$ cat src/rtl/pipe_ctrl_pkg.sv
// Shared definitions for the pipeline stall controller:
// state encoding, multdiv timeout default and the nop instruction word.
package pipe_ctrl_pkg;

  typedef enum logic {
    RUN     = 1'b0,
    MD_WAIT = 1'b1
  } state_e;

  localparam int          MD_TIMEOUT_DEF = 48;
  localparam logic [31:0] NOP_INSN       = 32'h0;

endpackage

$ cat src/rtl/md_timeout_timer.sv
// 8-bit saturating wait timer for the multdiv unit.
// Ports: clock, reset (sync, active-high), i_clr, i_inc, o_expired.
module md_timeout_timer
  import pipe_ctrl_pkg::*;
#(
  parameter logic [7:0] LIMIT = 8'(MD_TIMEOUT_DEF - 1)
) (
  input  logic clock,
  input  logic reset,
  input  logic i_clr,
  input  logic i_inc,
  output logic o_expired
);

  logic [7:0] r_cnt;

  always_ff @(posedge clock) begin
    if (reset || i_clr) begin
      r_cnt <= 8'd0;
    end else if (i_inc && r_cnt != 8'hff) begin
      r_cnt <= r_cnt + 8'd1;
    end
  end

  assign o_expired = (r_cnt >= LIMIT);

endmodule

$ cat src/rtl/pipeline_stall_controller.sv
// Latch enables, bubbles, flushes and multdiv launch/wait sequencing.
// Ports: clock/reset, hazard/redirect/md inputs; PC..MW enables, nop
// controls, md_go/md_abort/md_busy; perf counters with PIPE_PERF_CNT_EN.
module pipeline_stall_controller
  import pipe_ctrl_pkg::*;
#(
  parameter int MD_TIMEOUT = MD_TIMEOUT_DEF
`ifdef PIPE_PERF_CNT_EN
  , parameter int CNT_W = 32
`endif
) (
  input  logic clock,
  input  logic reset,
  input  logic is_data_hazard,
  input  logic x_redirect,
  input  logic dx_is_md,
  input  logic md_ready,
  input  logic md_exception,
  output logic pc_en,
  output logic fd_en,
  output logic dx_en,
  output logic xm_en,
  output logic mw_en,
  output logic fd_flush,
  output logic dx_nop,
  output logic xm_nop,
  output logic xm_sel_md,
  output logic md_go,
  output logic md_abort,
  output logic md_busy
`ifdef PIPE_PERF_CNT_EN
  , output logic [CNT_W-1:0] stall_cycles,
  output logic [CNT_W-1:0] flush_count
`endif
);

  localparam logic [7:0] LP_LIMIT = 8'(MD_TIMEOUT - 1);

  state_e r_state;
  state_e w_next;
  logic   w_expired;
  logic   w_unused_exc;

  // exception travels with the result; writeback deals with it
  assign w_unused_exc = md_exception;

  always_ff @(posedge clock) begin
    if (reset) begin
      r_state <= RUN;
    end else begin
      r_state <= w_next;
    end
  end

  md_timeout_timer #(
    .LIMIT(LP_LIMIT)
  ) u_timer (
    .clock    (clock),
    .reset    (reset),
    .i_clr    (r_state == RUN),
    .i_inc    (r_state == MD_WAIT),
    .o_expired(w_expired)
  );

  always_comb begin
    w_next    = RUN;
    pc_en     = 1'b1;
    fd_en     = 1'b1;
    dx_en     = 1'b1;
    xm_en     = 1'b1;
    mw_en     = 1'b1;
    fd_flush  = 1'b0;
    dx_nop    = 1'b0;
    xm_nop    = 1'b0;
    xm_sel_md = 1'b0;
    md_go     = 1'b0;
    md_abort  = 1'b0;
    md_busy   = 1'b0;
    if (!reset) begin
      unique case (r_state)
        RUN: begin
          if (dx_is_md) begin
            md_go  = 1'b1;
            pc_en  = 1'b0;
            fd_en  = 1'b0;
            dx_en  = 1'b0;
            xm_nop = 1'b1;
            w_next = MD_WAIT;
          end else if (x_redirect) begin
            fd_flush = 1'b1;
            dx_nop   = 1'b1;
          end else if (is_data_hazard) begin
            pc_en  = 1'b0;
            fd_en  = 1'b0;
            dx_nop = 1'b1;
          end
        end
        MD_WAIT: begin
          md_busy = 1'b1;
          if (md_ready) begin
            xm_sel_md = 1'b1;
          end else if (w_expired) begin
            // md insn dropped: XM gets a bubble, DX refilled with a nop
            md_abort = 1'b1;
            dx_nop   = 1'b1;
            xm_nop   = 1'b1;
          end else begin
            pc_en  = 1'b0;
            fd_en  = 1'b0;
            dx_en  = 1'b0;
            xm_nop = 1'b1;
            w_next = MD_WAIT;
          end
        end
        default: w_next = RUN;
      endcase
    end
  end

`ifdef PIPE_PERF_CNT_EN
  logic [CNT_W-1:0] r_stall;
  logic [CNT_W-1:0] r_flush;

  always_ff @(posedge clock) begin
    if (reset) begin
      r_stall <= '0;
      r_flush <= '0;
    end else begin
      if (!pc_en) r_stall <= r_stall + CNT_W'(1);
      if (fd_flush) r_flush <= r_flush + CNT_W'(1);
    end
  end

  assign stall_cycles = r_stall;
  assign flush_count  = r_flush;
`endif

endmodule
$ cat config.mk
export PLATFORM = sky130hd
export DESIGN_NAME = pipeline_stall_controller
export DESIGN_NICKNAME = d
export VERILOG_FILES = /design/src/rtl/pipe_ctrl_pkg.sv /design/src/rtl/md_timeout_timer.sv /design/src/rtl/pipeline_stall_controller.sv
export SDC_FILE = /design/constraint.sdc
export NUM_CORES = 1
export LEC_CHECK = 0
export BUFFER_PORTS_ARGS = -buffer_cell sky130_fd_sc_hd__buf_2
export CAP_MARGIN = 15
export CELL_PAD_IN_SITES_DETAIL_PLACEMENT = 1
export CELL_PAD_IN_SITES_GLOBAL_PLACEMENT = 2
export CORE_UTILIZATION = 25
export DETAILED_ROUTE_END_ITERATION = 12
export GPL_TIMING_DRIVEN = 0
export MAX_ROUTING_LAYER = met4
export PLACE_DENSITY_LB_ADDON = 0.1
export SETUP_SLACK_MARGIN = 0.5
export SLEW_MARGIN = 30
export SYNTH_ARGS = -nofsm -noshare
export SYNTH_HDL_FRONTEND = slang
export SYNTH_SLANG_ARGS = --single-unit
$ cat constraint.sdc
create_clock -name clock -period 2.1 [get_ports clock]
set_clock_uncertainty 0.1 [all_clocks]
set_input_delay 0.21 -clock clock [delete_from_list [all_inputs] [get_ports clock]]
set_output_delay 0.21 -clock clock [all_outputs]
set_load 0.005 [all_outputs]
==> results.cfg <==
[power_and_ir_drop]
pwr_density_cell_mw_per_mm2 = 495.8
total_power_mw = 0.3611
ir_drop_uv = 277.1
power_leakage_nw = 0.3386

[floorplanning]
initial_core_util_pct = 26.55
fp.dieH_um = 47.41
core_mm2 = 0.001942
io_pins = 19
placementRows = 16
die_area_mm2 = 0.002248
die_x_um = 47.41

[sta]
hold_viol_final = 0
fin_crit_ns = 2.112
worst_slack_ns = -0.01167
hold_ws_ns = 0.1790
maxSlewViolCount = 0
setup_violations = 1
grt_setup_unrepaired = true
max_freq_mhz = 473.6
final.period_utilization_pct = 100.6

[place]
port-buffer-count = 15
gp_congestion = 0.6496
place_hpwl_um = 929.7
post-place-ws_ns = 0.1992
dp.cells = 103

[route]
drt-wirelength-per-cell_um = 11.61
ant_nets = 0
drt_iter0_markers = 2
drc = 0
vias = 526
finalWirelength_um = 1312
vias_per_cell = 4.655
first_pass_iters = 3

[synth]
synth_compound_area_share_pct = 21.12
synth_warnings = 0
ys_async_sr_fraction_pct = 0
synth_adder_area_share_pct = 2.427
synth_edf_count = 0
synth_xor_xnor_area_share_pct = 1.699
seq_area_frac_synth_pct = 34.95
ys_types = 27
synth_cells = 60
yosys_register_bits = 9
netlist_area_um2 = 515.5
syn_avg_cell_area_um2 = 8.592
synth.area.mux_share_pct = 3.883
yosys_most_used_dff = dfxtp_1
synth_top_family_by_area = simple AND/OR/NAND/NOR gates
synth_simple_gate_area_share_pct = 27.91

[cts]
cts_buffers = 3
holdBufCountCts = 0
clockBufferDepth = 2
cts_tree = done
path_clk_slew_ns = 0.06
clock_latency_ns = 0.26
cts-root-buf = clkbuf_4
cts.htree.levels = 1
cts_sinks = 9

[global_routing]
track_usage_pct = 13.83
grt_antenna_before_repair = 0
grt_start_max_net_pins = 9
grt_pass1_vias = 502
grt_pass1_wl_um = 2070
grt-ovfl-total = 0

[outcome]
status = finished with violations
violations = setup timing

[hold_path]
hp-start = reset
min_to = r_state
hp-class = input port to flip-flop
hold_depth = 3

[critical_path]
required_ns = 1.79
crit_type = flip-flop to primary output
cp-end-kind = primary output
reg2reg_to = r_state
rr_startpoint = u_timer.r_cnt[1]
path_max_fanout = 3
cp-start-kind = flip-flop
r2r_setup_slack_ns = 0.56
worst-r2r-cell-count = 5
worstPathArrival_ns = 1.80

[finish]
layout.cells.non_filler = 113
diodes = 0
syn2layout_area_growth_pct = 41.26
layout-drive-gt1-share_pct = 43.02
nets = 95
utilization_pct = 37.50

[job]
drv_cap = 0
## state kept, by name (all words and copies together), names as in the netlist
signal	cells
u_timer.r_cnt	8
r_state	1
## what timing repair did
action,in CTS,in global routing
hold endpoints to repair,0,0
resized for setup,4,1
setup buffers,5,1
endpoints found under the setup margin,7,5
## per-layer routing
layer / up-vias / share of wire, % / global-route usage [%] / wire length [um]
li1: 265 / - / - / -
met1: 245 / 43 / 14.35 / 561
met2: 14 / 50 / 21.64 / 655
met3: 2 / 6.3 / 6.792 / 82
met4: 0 / 0.91 / 6.857 / 12
met5: - / 0 / - / 0
## worst max-delay path by stage
stage | start | to | cells past startpoint
6_report | u_timer.r_cnt[1] | pc_en | 7
5_1_grt | u_timer.r_cnt[0] | pc_en | 7
4_1_cts | u_timer.r_cnt[1] | pc_en | 7
3_5_place_dp | u_timer.r_cnt[1] | pc_en | 7
3_3_place_gp | u_timer.r_cnt[0] | pc_en | 7
2_1_floorplan | u_timer.r_cnt[0] | pc_en | 6
## critical path, stage by stage, from the launching register on
cell      delay (ns)
dfxtp_2         0.34
ha_4            0.16
and3_4          0.17
a2111o_1        0.41
o22ai_2         0.15
nand2b_1        0.08
buf_4           0.13
buf_2           0.12
## per-stage QoR
| step | setup TNS, ns | cell area [um^2] |
|---|---|---|
| after floorplan | 0 | 534.3 |
| after detailed placement | 0 | 643.1 |
| after CTS | -0.02573 | 714.4 |
| after global placement | 0 | 643.1 |
| final | -0.01167 | 728.2 |
| after global routing | -0.1959 | 728.2 |
## cell usage after synthesis (2+ instances only)
cell      number  area, um^2
o21ai_0        4       20.02
nor2_1         2       7.510
dfxtp_1        9       180.2
and2_1         2       12.51
nand2b_1       6       37.54
and4_1         2       17.52
a311oi_1       2       17.52
a31oi_1        3       18.77
nand4_1        2       12.51
nand2_1        2       7.510
mux2i_1        2       20.02
buf_4          3       22.52
inv_1          4       15.01
a21oi_1        4       20.02
## power by group
group | internal, mW | switching [mW] | total (mW)
clock network | 0.0732 | 0.0610 | 0.134
registers | 0.174 | 0.00471 | 0.179
logic | 0.0264 | 0.0219 | 0.0482
## final cells by class
type                            count  area (um^2)
Multi-Input combinational cell     45        326.6
Timing Repair Buffer               21        120.1
Tap cell                           27        33.78
Buffer                              3        22.52
Inverter                            4        15.01
Fill cell                         256         1214
Sequential cell                     9        183.9
Clock buffer                        4        26.28
## cell usage in the layout, fill, tap and decap left out, drive strengths merged, types with 2 or more instances in the layout
| cell | netlist | routed |
|---|---|---|
| nand2b | 6 | 6 |
| a21oi | 4 | 4 |
| inv | 4 | 4 |
| nand2 | 2 | 2 |
| and2 | 3 | 3 |
| mux2i | 2 | 2 |
| conb | 1 | 2 |
| dfxtp | 9 | 9 |
| o21ai | 4 | 4 |
| nand4 | 2 | 2 |
| and4 | 2 | 2 |
| a311oi | 2 | 2 |
| buf | 3 | 24 |
| nor3b | 2 | 2 |
| nor2 | 2 | 2 |
| clkbuf | 0 | 4 |
| a31oi | 3 | 3 |
## logic make-up after synthesis
kind of cell             after synthesis
adder cells (fa/ha/maj)                1
multiplexers                           2
buffers and inverters                  7
flip-flops                             9
AO/OA/AOI/OAI                         17
XOR/XNOR                               1
AND/OR/NAND/NOR                       22
other                                  1
No activity file was read; power rests on OpenSTA's default activity.
